==> src/rtl/mips_pkg.sv <==
// Shared types for the forwarding/hazard slice: select codes, stall FSM states and the
// layout of the EX/MEM and MEM/WB tracking records.
package mips_pkg;

    localparam int unsigned SelW = 3;
    localparam logic [SelW-1:0] SelRegFile = 3'b000;
    localparam logic [SelW-1:0] SelExMem   = 3'b001;
    localparam logic [SelW-1:0] SelMemWb   = 3'b010;

    // Register indices are zero-extended into a fixed-width field so the records stay unparameterised.
    localparam int unsigned MaxRegBits = 8;
    typedef logic [MaxRegBits-1:0] reg_idx_t;

    typedef enum logic {StIdle, StStall} hz_state_e;

    typedef struct packed {
        logic     valid;
        reg_idx_t rd;
        logic     regwrite;
        logic     memread;
    } ex_mem_rec_t;

    typedef struct packed {
        logic     valid;
        reg_idx_t rd;
        logic     regwrite;
    } mem_wb_rec_t;

endpackage

==> src/rtl/fwd_select.sv <==
// Per-source forwarding compare and operand mux; the younger EX/MEM producer wins over MEM/WB.
module fwd_select
    import mips_pkg::*;
#(
    parameter int unsigned NBITS    = 32,
    parameter int unsigned SEL_BITS = 3
) (
    input  reg_idx_t          i_rs,
    input  ex_mem_rec_t       i_ex_mem,
    input  mem_wb_rec_t       i_mem_wb,
    input  logic [NBITS-1:0]  i_regfile,
    input  logic [NBITS-1:0]  i_ex_mem_val,
    input  logic [NBITS-1:0]  i_mem_wb_val,
    output logic [NBITS-1:0]  o_operand,
    output logic [SEL_BITS-1:0] o_sel
);

    logic            ex_hit;
    logic            wb_hit;
    logic [SelW-1:0] code;

    always_comb begin
        // A load's result is not in EX/MEM yet, so it is never a forwarding source there.
        ex_hit = i_ex_mem.valid && i_ex_mem.regwrite && !i_ex_mem.memread &&
                 (i_ex_mem.rd != '0) && (i_ex_mem.rd == i_rs);
        wb_hit = i_mem_wb.valid && i_mem_wb.regwrite &&
                 (i_mem_wb.rd != '0) && (i_mem_wb.rd == i_rs);
        code      = SelRegFile;
        o_operand = i_regfile;
        if (ex_hit) begin
            code      = SelExMem;
            o_operand = i_ex_mem_val;
        end else if (wb_hit) begin
            code      = SelMemWb;
            o_operand = i_mem_wb_val;
        end
        o_sel = SEL_BITS'(code);
    end

endmodule

==> src/rtl/forward_hazard_unit.sv <==
// Operand forwarding from EX/MEM and MEM/WB plus load-use stall generation for a 5-stage pipe.
module forward_hazard_unit
    import mips_pkg::*;
#(
    parameter int unsigned NBITS         = 32,
    parameter int unsigned NREG_BITS     = 5,
    parameter int unsigned NSRC          = 2,
    parameter int unsigned LOAD_STALL    = 1,
    parameter int unsigned CORTOCIRCUITO = 3
) (
    input  logic                          i_clk,
    input  logic                          i_reset,
    input  logic                          i_flush,
    input  logic                          i_ID_EX_valid,
    input  logic [NREG_BITS-1:0]          i_ID_EX_rd,
    input  logic                          i_ID_EX_regwrite,
    input  logic                          i_ID_EX_memread,
    input  logic [NSRC*NREG_BITS-1:0]     i_ID_EX_rs,
    input  logic [NSRC*NREG_BITS-1:0]     i_IF_ID_rs,
    input  logic                          i_IF_ID_valid,
    input  logic [NSRC*NBITS-1:0]         i_ID_EX_Registro,
    input  logic [NBITS-1:0]              i_EX_MEM_Registro,
    input  logic [NBITS-1:0]              i_MEM_WR_Registro,
    output logic [NSRC*NBITS-1:0]         o_toALU,
    output logic [NSRC*CORTOCIRCUITO-1:0] o_sel,
    output logic                          o_stall,
    output logic                          o_bubble
);

    localparam int unsigned CntW = $clog2(LOAD_STALL + 1);

    ex_mem_rec_t     ex_mem_d, ex_mem_q;
    mem_wb_rec_t     mem_wb_d, mem_wb_q;
    hz_state_e       state_d, state_q;
    logic [CntW-1:0] cnt_d, cnt_q;
    logic            load_use;
    logic            stall_raw;

    always_comb begin
        ex_mem_d.valid    = i_ID_EX_valid && !i_flush;
        ex_mem_d.rd       = reg_idx_t'(i_ID_EX_rd);
        ex_mem_d.regwrite = i_ID_EX_regwrite;
        ex_mem_d.memread  = i_ID_EX_memread;
        mem_wb_d.valid    = ex_mem_q.valid;
        mem_wb_d.rd       = ex_mem_q.rd;
        mem_wb_d.regwrite = ex_mem_q.regwrite;
    end

    always_comb begin
        load_use = 1'b0;
        if (i_ID_EX_valid && i_ID_EX_memread && !i_flush && (i_ID_EX_rd != '0) && i_IF_ID_valid) begin
            for (int i = 0; i < NSRC; i++) begin
                if (i_IF_ID_rs[i*NREG_BITS +: NREG_BITS] == i_ID_EX_rd) begin
                    load_use = 1'b1;
                end
            end
        end
    end

    // The first stall cycle is raised combinationally from IDLE; STALL covers the remainder.
    always_comb begin
        state_d   = state_q;
        cnt_d     = cnt_q;
        stall_raw = 1'b0;
        unique case (state_q)
            StIdle: begin
                if (load_use) begin
                    stall_raw = 1'b1;
                    if (LOAD_STALL > 1) begin
                        state_d = StStall;
                        cnt_d   = CntW'(LOAD_STALL - 1);
                    end
                end
            end
            StStall: begin
                stall_raw = 1'b1;
                if (i_flush || (cnt_q <= CntW'(1))) begin
                    state_d = StIdle;
                    cnt_d   = '0;
                end else begin
                    cnt_d = cnt_q - CntW'(1);
                end
            end
            default: begin
                state_d = StIdle;
                cnt_d   = '0;
            end
        endcase
    end

    always_ff @(posedge i_clk or negedge i_reset) begin
        if (!i_reset) begin
            ex_mem_q <= '0;
            mem_wb_q <= '0;
            state_q  <= StIdle;
            cnt_q    <= '0;
        end else begin
            ex_mem_q <= ex_mem_d;
            mem_wb_q <= mem_wb_d;
            state_q  <= state_d;
            cnt_q    <= cnt_d;
        end
    end

    // Reset masks the combinational hazard path so stall drops the instant reset asserts.
    assign o_stall  = i_reset && stall_raw;
    assign o_bubble = i_reset && stall_raw;

    for (genvar g = 0; g < NSRC; g++) begin : g_src
        reg_idx_t rs_ext;
        assign rs_ext = reg_idx_t'(i_ID_EX_rs[g*NREG_BITS +: NREG_BITS]);

        fwd_select #(
            .NBITS   (NBITS),
            .SEL_BITS(CORTOCIRCUITO)
        ) u_fwd_select (
            .i_rs        (rs_ext),
            .i_ex_mem    (ex_mem_q),
            .i_mem_wb    (mem_wb_q),
            .i_regfile   (i_ID_EX_Registro[g*NBITS +: NBITS]),
            .i_ex_mem_val(i_EX_MEM_Registro),
            .i_mem_wb_val(i_MEM_WR_Registro),
            .o_operand   (o_toALU[g*NBITS +: NBITS]),
            .o_sel       (o_sel[g*CORTOCIRCUITO +: CORTOCIRCUITO])
        );
    end

endmodule

==> config.mk <==
export PLATFORM = sky130hd
export DESIGN_NAME = forward_hazard_unit
export DESIGN_NICKNAME = d
export VERILOG_FILES = /design/src/rtl/mips_pkg.sv /design/src/rtl/fwd_select.sv /design/src/rtl/forward_hazard_unit.sv
export SDC_FILE = /design/constraint.sdc
export NUM_CORES = 1
export LEC_CHECK = 0
export CAP_MARGIN = 25
export CORE_ASPECT_RATIO = 0.75
export CORE_MARGIN = 5
export CORE_UTILIZATION = 31
export DETAILED_ROUTE_END_ITERATION = 8
export PLACE_DENSITY_LB_ADDON = 0.05
export SLEW_MARGIN = 20
export SYNTH_ARGS = -nofsm -noshare
export SYNTH_HDL_FRONTEND = slang
export SYNTH_SLANG_ARGS = --single-unit
export TNS_END_PERCENT = 20
==> constraint.sdc <==
create_clock -name i_clk -period 2.2 [get_ports i_clk]
set_input_delay 0.44 -clock i_clk [delete_from_list [all_inputs] [get_ports i_clk]]
set_output_delay 0.44 -clock i_clk [all_outputs]
set_load 0.03 [all_outputs]
Word level (Yosys, flattened, before mapping)
Index checks and enable logic that the tools add are counted.

Bits in registers: 17. Input port bits: 160. Output and inout port bits: 72. Word-level logic and storage cells: 55.

$add $sub $neg: 1. Magnitude comparators: 1. Eq/ne operators: 6. Mux-type cells: 16. Bitwise gates (word level): 1. Reduce and logical (&&, ||, !) cells: 21.

Operator list (count): 32-bit two-way mux (4); 5-bit == test (6); 8-bit nonzero test (2); 1-bit logical AND (15); 1-bit two-way mux (7); 3-bit two-way mux (2); 5-bit nonzero test (1); 2-bit two-way mux (2); 1-bit zero test (2); 1-bit case mux with 2 select lines (1); 1-bit less-or-equal comparator (second input constant) (1); 1-bit logical OR (1); 1-bit inverter (1); 1-bit subtractor (second input constant) (1).

Longest topological paths before layout
Gate-level depths: netlist of the first run.

Depth after elaboration: 8. Gate-level depth with buffers: 8. Gate-level depth less buffers: 5.

Cells and area by module
From an unflattened synthesis of the first run, not the netlist that was laid out.

Cells, all modules: 248. Area total of the unflattened synthesis: 2880.3 um^2.

Modules (own cells, without submodules): fwd_select (instances 2, cells each 106, area each 1171.1 um^2, seq. area each 0.0 um^2); forward_hazard_unit (instances 1, cells each 36, area each 538.0 um^2, seq. area each 375.4 um^2).

Worst setup path before layout of the first run
Ideal clock, no wire load.

Path kind: register to output. From: register ex_mem_q[2] (netlist bit). To: output o_sel[1]. Arrival: 2530 ps. Data required time: 1760 ps. Path slack: -770 ps. Stages on the path, launching flop included: 7. Buffers on the path: 1. Cell sequence: dfrtp_1 or4_4 o21ai_2 or3_1 buf_6 inv_1 nor4_1.

Longest elaborated chain between the ends: 4. Elaborated cells on any way between the ends: 5. Those cells by class: eq/ne: 1; mux: 1; reduce/logical: 3.

Ends and longest elaborated chain: start, declared (line forward_hazard_unit.sv:32) `ex_mem_rec_t ex_mem_d, ex_mem_q;`; start signal, assigned (line forward_hazard_unit.sv:98) `ex_mem_q <= ex_mem_d;`; 8-bit nonzero test (line fwd_select.sv:25) `(i_ex_mem.rd != '0) && (i_ex_mem.rd == i_rs);`; 1-bit logical AND (line fwd_select.sv:24) `ex_hit = i_ex_mem.valid && i_ex_mem.regwrite && !i_ex_mem.memread &&`; 1-bit logical AND * (line fwd_select.sv:25); via g_src[0].u_fwd_select.ex_hit (line fwd_select.sv:18) `logic ex_hit;`; 3-bit two-way mux * (line fwd_select.sv:30) `if (ex_hit) begin`; end, declared (line forward_hazard_unit.sv:25) `output logic [NSRC*CORTOCIRCUITO-1:0] o_sel,`.

Mark *: on every way through the listed nets, which the timed path passes. The rest lies on a longest branch.

Worst setup path in the final report of the first run
From: input i_ID_EX_rs[4]. To: output o_toALU[28].

Longest elaborated chain between the ends: 4. Elaborated cells on any way between the ends: 6. Those cells by class: eq/ne: 2; mux: 2; reduce/logical: 2.

Ends and longest elaborated chain: start, declared (line forward_hazard_unit.sv:18) `input logic [NSRC*NREG_BITS-1:0] i_ID_EX_rs,`; 5-bit == test (line fwd_select.sv:27) `(i_mem_wb.rd != '0) && (i_mem_wb.rd == i_rs);`; 1-bit logical AND (line fwd_select.sv:27); 32-bit two-way mux (line fwd_select.sv:33) `end else if (wb_hit) begin`; 32-bit two-way mux * (line fwd_select.sv:30); end, declared (line forward_hazard_unit.sv:24) `output logic [NSRC*NBITS-1:0] o_toALU,`.

Mark *: on every way between the ends. The rest lies on a longest branch, timed or not.

==> results.md, run 1 <==
- The count of antenna diodes in the layout is 0.
- The per-cell via count in the routed design is 6.40.
- During synthesis, Yosys emitted a total of 0 warnings.
- After detailed routing, the number of remaining DRC violations is 0.
- The number of buffers and inverters on the critical path is 6.
- The post-CTS clock slew at the launch and capture registers of the worst setup and hold paths is 0.05 ns.
- The initial utilization of the core area, before any placement, comes to 32.1%.
- The cell count after synthesis is 410.
- The number of hold violations in the final report was 0.
- Compared with the post-synthesis result, the final layout area differs by 175%.
- The total wire length after detailed routing is 22000 um.
- The type of destination of the critical path is an output port.
- After synthesis, the netlist uses 36 different library cells.
- The number of register bits inferred by synthesis is 15.
- The die is 122 um wide.
- The checks that failed: negative setup slack.
- The library cells used most frequently in the layout, excluding fill and tap cells, are sky130_fd_sc_hd__clkdlybuf4s50_1 (146), sky130_fd_sc_hd__buf_4 (137), sky130_fd_sc_hd__buf_6 (81).
- The startpoint type of the worst setup path is an input port.
- The last weighted congestion value of the routability-driven placer is 0.913.
- The setup check on the worst reg-to-reg path leaves a slack of 1.41 ns.
- The data arrival at the endpoint of the critical path is 2.42 ns.
- The clock tree from TritonCTS is done.
- Combinational logic is responsible for 70.3% of the overall power.
- In this design, the critical path's most frequently occurring cell is sky130_fd_sc_hd__buf_4.
- STA puts the critical path data required time at 1.76 ns.
- The maximum operating frequency is 349 MHz.
- After the last flow step, the layout net total stands at 909.
- The remaining number of nets flagged by the antenna check after routing is 0.
- The cell row count is 30.
- The cell with the largest stage delay on the worst path is sky130_fd_sc_hd__or3_4.
- The hold buffer count at CTS is 0.
- The later-pin clock latency in the skew report is 0.25 ns.
- Setup repair after global routing could not meet its margin everywhere.
- Counting I/O delays and the setup requirement, the final critical path takes 2.86 ns.
- Entering global routing, the biggest net connects 34 pins.
- The worst pin sits at a relative slew slack of 58.4%.
- The total placed instance area is 6820 um^2.
- For this design, the sink count on the clock tree is 15.
- Leaving out fill and tap cells, the most frequent cell in the layout is sky130_fd_sc_hd__clkdlybuf4s50_1.
- Setup slack on the critical path of the routed design comes to -0.662 ns.
- The longest clock path from root to sink contains 2 buffers.
- In this run the number of H-tree levels came out at 1.
- The summed instance area of the synthesized netlist is 2940 um^2.
- The post-route fraction of the period consumed by the critical path is 130%.
- For the pin with the worst max-slew slack, the measured transition is 0.623 ns.
- The first-pass detailed-route iteration total is 6.
- The worst hold slack is 0.386 ns.
- The post-DP HPWL is 13800 um.
- In this run switching power makes up 41.6% of total power.
- Of all nets on the critical path, the largest fanout is 9.
- The flow ran to the end, but the final reports show violations.
- The worst ir drop on vdd is 0.521 mV.
- Adding up every negative setup slack in the final design gives -39.89 ns.
- The worst setup path category is in2out.
- The number of design-rule violations left by the first detailed-router iteration is 644.
- The type of the most critical hold path is reg2reg.
- The average instance in the mapped netlist occupies 7.16 um^2.
- The first global-routing pass estimated 29500 um of wire.
- The areal power density over the cells is 280 nW/um^2.
- The final number of setup-violating endpoints is 70.
- Pin placement for this block handled 232 I/O pins.
- The overall routing resource usage is 32.1%.
- The pre-CTS setup slack is -1.15 ns.
- In this design, the stage delay of the slowest critical-path cell is 0.42 ns.
- The cell area after layout is 8070 um^2.
- The library cell used as clock root buffer is sky130_fd_sc_hd__clkbuf_16.
- Port buffering added 229 buffers.
- The switching power total is 941 uW.
- The total overflow left after global routing is 0.
- The routed layout has 5605 vias.
- The number of antenna violations at the first check in global routing is 0.
- The routed wirelength normalized by instance count is 25.1 um.
- The signal on the critical path passes through clkdlybuf4s15_2, buf_4, xor2_1, or3_4, buf_6, buf_4, o31ai_1, buf_4, a2bb2oi_4, buf_6.
- The overall die area is 11500 um^2.
- The count of max-cap constraint violations is 0.
- The number of buffers inserted during clock tree synthesis is 3.
- The cell type group with the largest total delay on the critical path is buffers and inverters.
- Measured on the finished design, the core utilization comes to 88.1%.
- The clock arrives with 0.000677 ns of skew.
- The floorplan step set the die height to 94.3 um.
- Cells with a size suffix above 1 make up 52.8% of the layout.
- The core region is 9160 um^2.
- The share of total power dissipated in sequential elements is 13.5%.
- The cell internal power dissipation is 1320 uW.
- The number of max-slew violations in the final report is 0.
- The via count of the first global-routing pass is 5488.
- The clock network fraction of total power is 16.2%.
- The analysis attributes to cell leakage a power of 0.00298 uW.
- The portion of the post-synthesis area used by sequential elements is 12.8%.
[state kept, by name (all words and copies together), names as in the netlist]
name,cells
ex_mem_q,8
mem_wb_q,7
[layer usage]
layer | wire length, um | GRT usage [%] | vias to the layer above
li1 | - | - | 2376
met1 | 8050 | 39.2 | 2669
met2 | 10900 | 56.7 | 473
met3 | 2270 | 6.20 | 87
met4 | 807 | 10.3 | 0
met5 | 0 | 0 | -
[per-stage QoR]
step | power [uW] | std cells
after global placement | 1600 | 855
after global routing | 2330 | 876
after CTS | 2120 | 872
final | 2260 | 876
after floorplan | 860 | 411
after detailed placement | 1620 | 855
[area by class of cell]
type	instances	area [um^2]
Multi-Input combinational cell	326	3480
Sequential cell	15	375
Fill cell	454	1090
Tap cell	128	160
Timing Repair Buffer	400	3960
Inverter	3	13.8
Clock buffer	4	78.8
[power by group through the flow]
stage,combinational [uW],sequential (uW),clock (uW)
2_1_floorplan,554,306,0
4_1_cts,1470,303,350
6_report,1590,306,366
3_3_place_gp,1300,306,0
5_1_grt,1640,307,381
3_5_place_dp,1320,306,0
[final timing paths]
path / start / to / cells after the start
hold / removal: ex_mem_q[1] / mem_wb_q[0] / 0
hold reg to reg: ex_mem_q[1] / mem_wb_q[0] / 0
setup / recovery: i_ID_EX_rs[4] / o_toALU[28] / 10
setup reg to reg: ex_mem_q[2] / mem_wb_q[1] / 2
min in group asynchronous: i_reset / ex_mem_q[10] / 2
max in group asynchronous: i_reset / mem_wb_q[2] / 2
[Yosys cell counts (all sizes together)]
| library cell | number | area share (%) |
|---|---|---|
| o31ai | 64 | 16 |
| nand4 | 51 | 11 |
| a31oi | 49 | 11 |
| clkbuf | 46 | 5.9 |
| nor3 | 35 | 6.0 |
| buf | 22 | 5.0 |
| nor4 | 21 | 4.5 |
| xor2 | 20 | 6.0 |
| a2bb2oi | 15 | 4.5 |
| a32oi | 15 | 4.5 |
| and3 | 15 | 3.2 |
| dfrtp | 15 | 13 |
| xnor2 | 11 | 3.3 |
| nor2 | 4 | 0.51 |
| or2 | 4 | 0.85 |
| inv | 3 | 0.38 |
| or3 | 3 | 0.64 |
| a211oi | 2 | 0.51 |
| nand3 | 2 | 0.34 |
| or4 | 2 | 0.64 |
| a21o | 1 | 0.26 |
| a21oi | 1 | 0.17 |
| and2 | 1 | 0.21 |
| and3b | 1 | 0.30 |
| conb | 1 | 0.13 |
| nand2 | 1 | 0.13 |
| nor2b | 1 | 0.21 |
| o211a | 1 | 0.34 |
| o211ai | 1 | 0.43 |
| o21ai | 1 | 0.30 |
| or3b | 1 | 0.30 |
[kinds of logic (layout without fill, tap and decap cells)]
| kind of cell | Yosys count | in the layout | share of synthesized area (%) |
|---|---|---|---|
| AND/OR/NAND/NOR | 142 | 142 | 28.6 |
| XOR/XNOR | 31 | 31 | 9.25 |
| flip-flops | 15 | 15 | 12.8 |
| AO/OA/AOI/OAI | 150 | 151 | 38.0 |
| buffers and inverters | 71 | 407 | 11.2 |
| other | 1 | 2 | 0.128 |
[what timing repair did]
action,CTS,global route
gates cloned,3,2
gates resized for setup,243,54
buffers inserted,12,4
endpoints found under the setup margin,70,70
pin swaps,10,8
hold endpoints to repair,0,0
(Power assumes the default switching activity.)
==> inputs of run 2 (changes only) <==
--- a/config.mk
+++ b/config.mk
@@ -7,7 +7,7 @@
 export LEC_CHECK = 0
 export CAP_MARGIN = 25
 export CORE_ASPECT_RATIO = 0.75
-export CORE_MARGIN = 5
+export CORE_MARGIN = 2
 export CORE_UTILIZATION = 31
 export DETAILED_ROUTE_END_ITERATION = 8
 export PLACE_DENSITY_LB_ADDON = 0.05
==> run 2 against run 1 <==
The flow still finishes with violations (negative setup slack). Register-to-register slack got worse by 0.03 ns. Hold slack lost 0.015 ns. Die area shrank 11%. Sequential power hardly changed.
==> results.md, run 2 (same netlist as run 1, synthesis figures left out) <==
- The run finished, with violations left.
- The final reports fail on negative setup slack.
- The path class of the tightest hold or removal check is reg2reg.
- The fraction of final layout cells with drive strength greater than 1 is 52.4%.
- The per-cell via count in the routed design is 6.14.
- At the end of the flow, the number of nets in the layout was 897.
- Input and output buffers added on the ports amount to 229.
- The startpoint of the lowest-slack register-to-register path is ex_mem_q[2].
- In this run the cell area measured after placement is 6690 um^2.
- The cell depth of the worst min-delay path is 0.
- For the worst setup path, the data required time is 1.76 ns.
- The CTS H-tree depth is 1.
- Before antenna repair, the detailed router went through 7 iterations.
- The number of max-slew violations in the final report is 0.
- The global-route wire length before repair is 26400 um.
- The maximum fanout count along the critical path is 16.
- The worst path uses 128% of the clock period.
- The finished cells cover 8030 um^2.
- The clock tree from TritonCTS is done.
- The library cell used as clock root buffer is sky130_fd_sc_hd__clkbuf_16.
- After layout, the worst setup slack is -0.610 ns.
- The area growth from synthesis to layout is 173%.
- The core outline area is 9120 um^2.
- The total wire length after detailed routing is 19700 um.
- The areal power density over the cells is 278 nW/um^2.
- The worst register-to-register path ends at mem_wb_q[1].
- Subtracting the final worst setup slack from the clock period gives 2.81 ns.
- The starting utilization of the core area is 32.2%.
- In this run the deepest clock path goes through 2 buffers.
- Setup repair after global routing could not meet its margin everywhere.
- The type of destination of the critical path is an output port.
- The startpoint of the most critical setup path is ex_mem_q[2].
- After layout, the design draws a total of 2230 uW.
- The number of flip-flops under the largest register name is 8.
- The post-DP HPWL is 12800 um.
- After clock tree synthesis, the flow added hold-fix buffers numbering 0.
- The die outline width is 116 um.
- The number of buffers inserted during clock tree synthesis is 3.
- The largest registers in the layout are ex_mem_q x8, mem_wb_q x7.
- The register with the highest flop count is ex_mem_q.
- Leaving out fill and tap cells, the most frequent cell in the layout is sky130_fd_sc_hd__clkdlybuf4s50_1.
- The later pin in the worst-skew pair is clocked with a latency of 0.25 ns.
- Entering global routing, the biggest net connects 33 pins.
- The overall routing resource usage is 32.6%.
- For the worst flop-to-flop path, the logic depth is 2.
- The overall die area is 10300 um^2.
- The startpoint type of the worst setup path is a flip-flop.
- The via count of the first global-routing pass was 5176.
- For hold timing, the worst endpoint is mem_wb_q[0].
- The number of design rule violations left after detail routing is 0.
- The final worst clock skew is 0.00194 ns.
- Setup violations remaining at the end of the flow were counted as 68.
- Derived from the worst setup path, the maximum achievable clock frequency is 356 MHz.
- The worst setup path category is reg2out.
- The count of pins on the block boundary is 232.
- The static leakage power is 0.00299 uW.
- The worst hold path begins at ex_mem_q[1].
- The number of hold violations in the final report is 0.
- The clock net in this run drives a total of 15 sinks.
- Clock-pin slew was measured on the worst setup and hold paths at 0.05 ns.
- The cell row count is 30.
- The number of antenna violations at the first check in global routing came to 0.
- The last weighted congestion value of the routability-driven placer is 0.869.
- The worst-case IR drop observed on VDD is 0.263 mV.
- The reg2reg setup slack is 1.38 ns.
- The routed wirelength normalized by instance count is 22.8 um.
- Global routing finished with a remaining overflow of 0.
- In this run, the number of DRC markers left after iteration 0 of detailed routing was 388.
- The floorplan step set the die height to 88.3 um.
- In the layout the commonest cells are sky130_fd_sc_hd__clkdlybuf4s50_1 (142), sky130_fd_sc_hd__buf_4 (129), sky130_fd_sc_hd__buf_6 (77).
- In this run the remaining antenna-violating nets after routing total 0.
- Across the run, the number of max-cap violations was 0.
- Across all layers, the routed design uses 5308 vias.
- The count of antenna diodes in the layout is 0.
- STA puts the critical path data arrival time at 2.37 ns.
[run 2: through the flow]
step           setup slack, ns  hold slack (ns)  setup TNS [ns]  utilization, %  std cells
2_1_floorplan           -0.270            0.144          -14.48               -        411
3_3_place_gp             -1.10            0.357          -54.73            73.4        837
3_5_place_dp             -1.13            0.356          -55.65            73.4        837
4_1_cts                 -0.598            0.367          -35.48            80.2        858
5_1_grt                 -0.648            0.393          -38.33            88.0        864
6_report                -0.610            0.371          -34.86            88.0        864
[run 2: repair_timing]
item	in CTS	in global routing
pin swaps	15	17
setup buffers	14	2
cloned	3	4
setup endpoints to repair	70	70
resized for setup	187	133
[run 2: worst max-delay path by stage]
stage                             end  slack, ns  cells after the start
after floorplan           o_toALU[13]      -0.27                      8
after global placement       o_sel[1]      -1.10                      8
after detailed placement  o_toALU[12]      -1.13                      7
after CTS                 o_toALU[59]      -0.60                      7
after global routing       o_toALU[1]      -0.65                      8
final                     o_toALU[43]      -0.61                      8
[run 2: layout make-up]
cell class | count | area, um^2
clock buffer | 3 | 75.1
clock inverter | 1 | 5.00
fill | 431 | 1100
inverter | 3 | 16.3
multi-input combinational | 325 | 3470
sequential | 15 | 378
tap | 128 | 160
timing repair buffer | 389 | 3920
[run 2: where the power goes]
group          internal, uW  switching (uW)
registers               291            16.0
clock network           243             118
logic                   770             790
total                  1300             924
[run 2: layer usage]
layer | GRT usage, % | vias to the layer above | part of all wire [%]
met5 | 0 | - | 0
met4 | 9.20 | 0 | 2.5
met3 | 6.16 | 51 | 8.8
met2 | 59.1 | 346 | 50
met1 | 39.5 | 2558 | 38
li1 | - | 2353 | -
[run 2: worst max-delay path: stages, from the launching register on]
cell and delay [ns]:
sky130_fd_sc_hd__dfrtp_2 0.43, sky130_fd_sc_hd__or4_4 0.56, sky130_fd_sc_hd__buf_6 0.14, sky130_fd_sc_hd__o211ai_4 0.18, sky130_fd_sc_hd__buf_6 0.16, sky130_fd_sc_hd__buf_12 0.15, sky130_fd_sc_hd__nor3_1 0.08, sky130_fd_sc_hd__a31oi_2 0.24
sky130_fd_sc_hd__buf_6 0.17
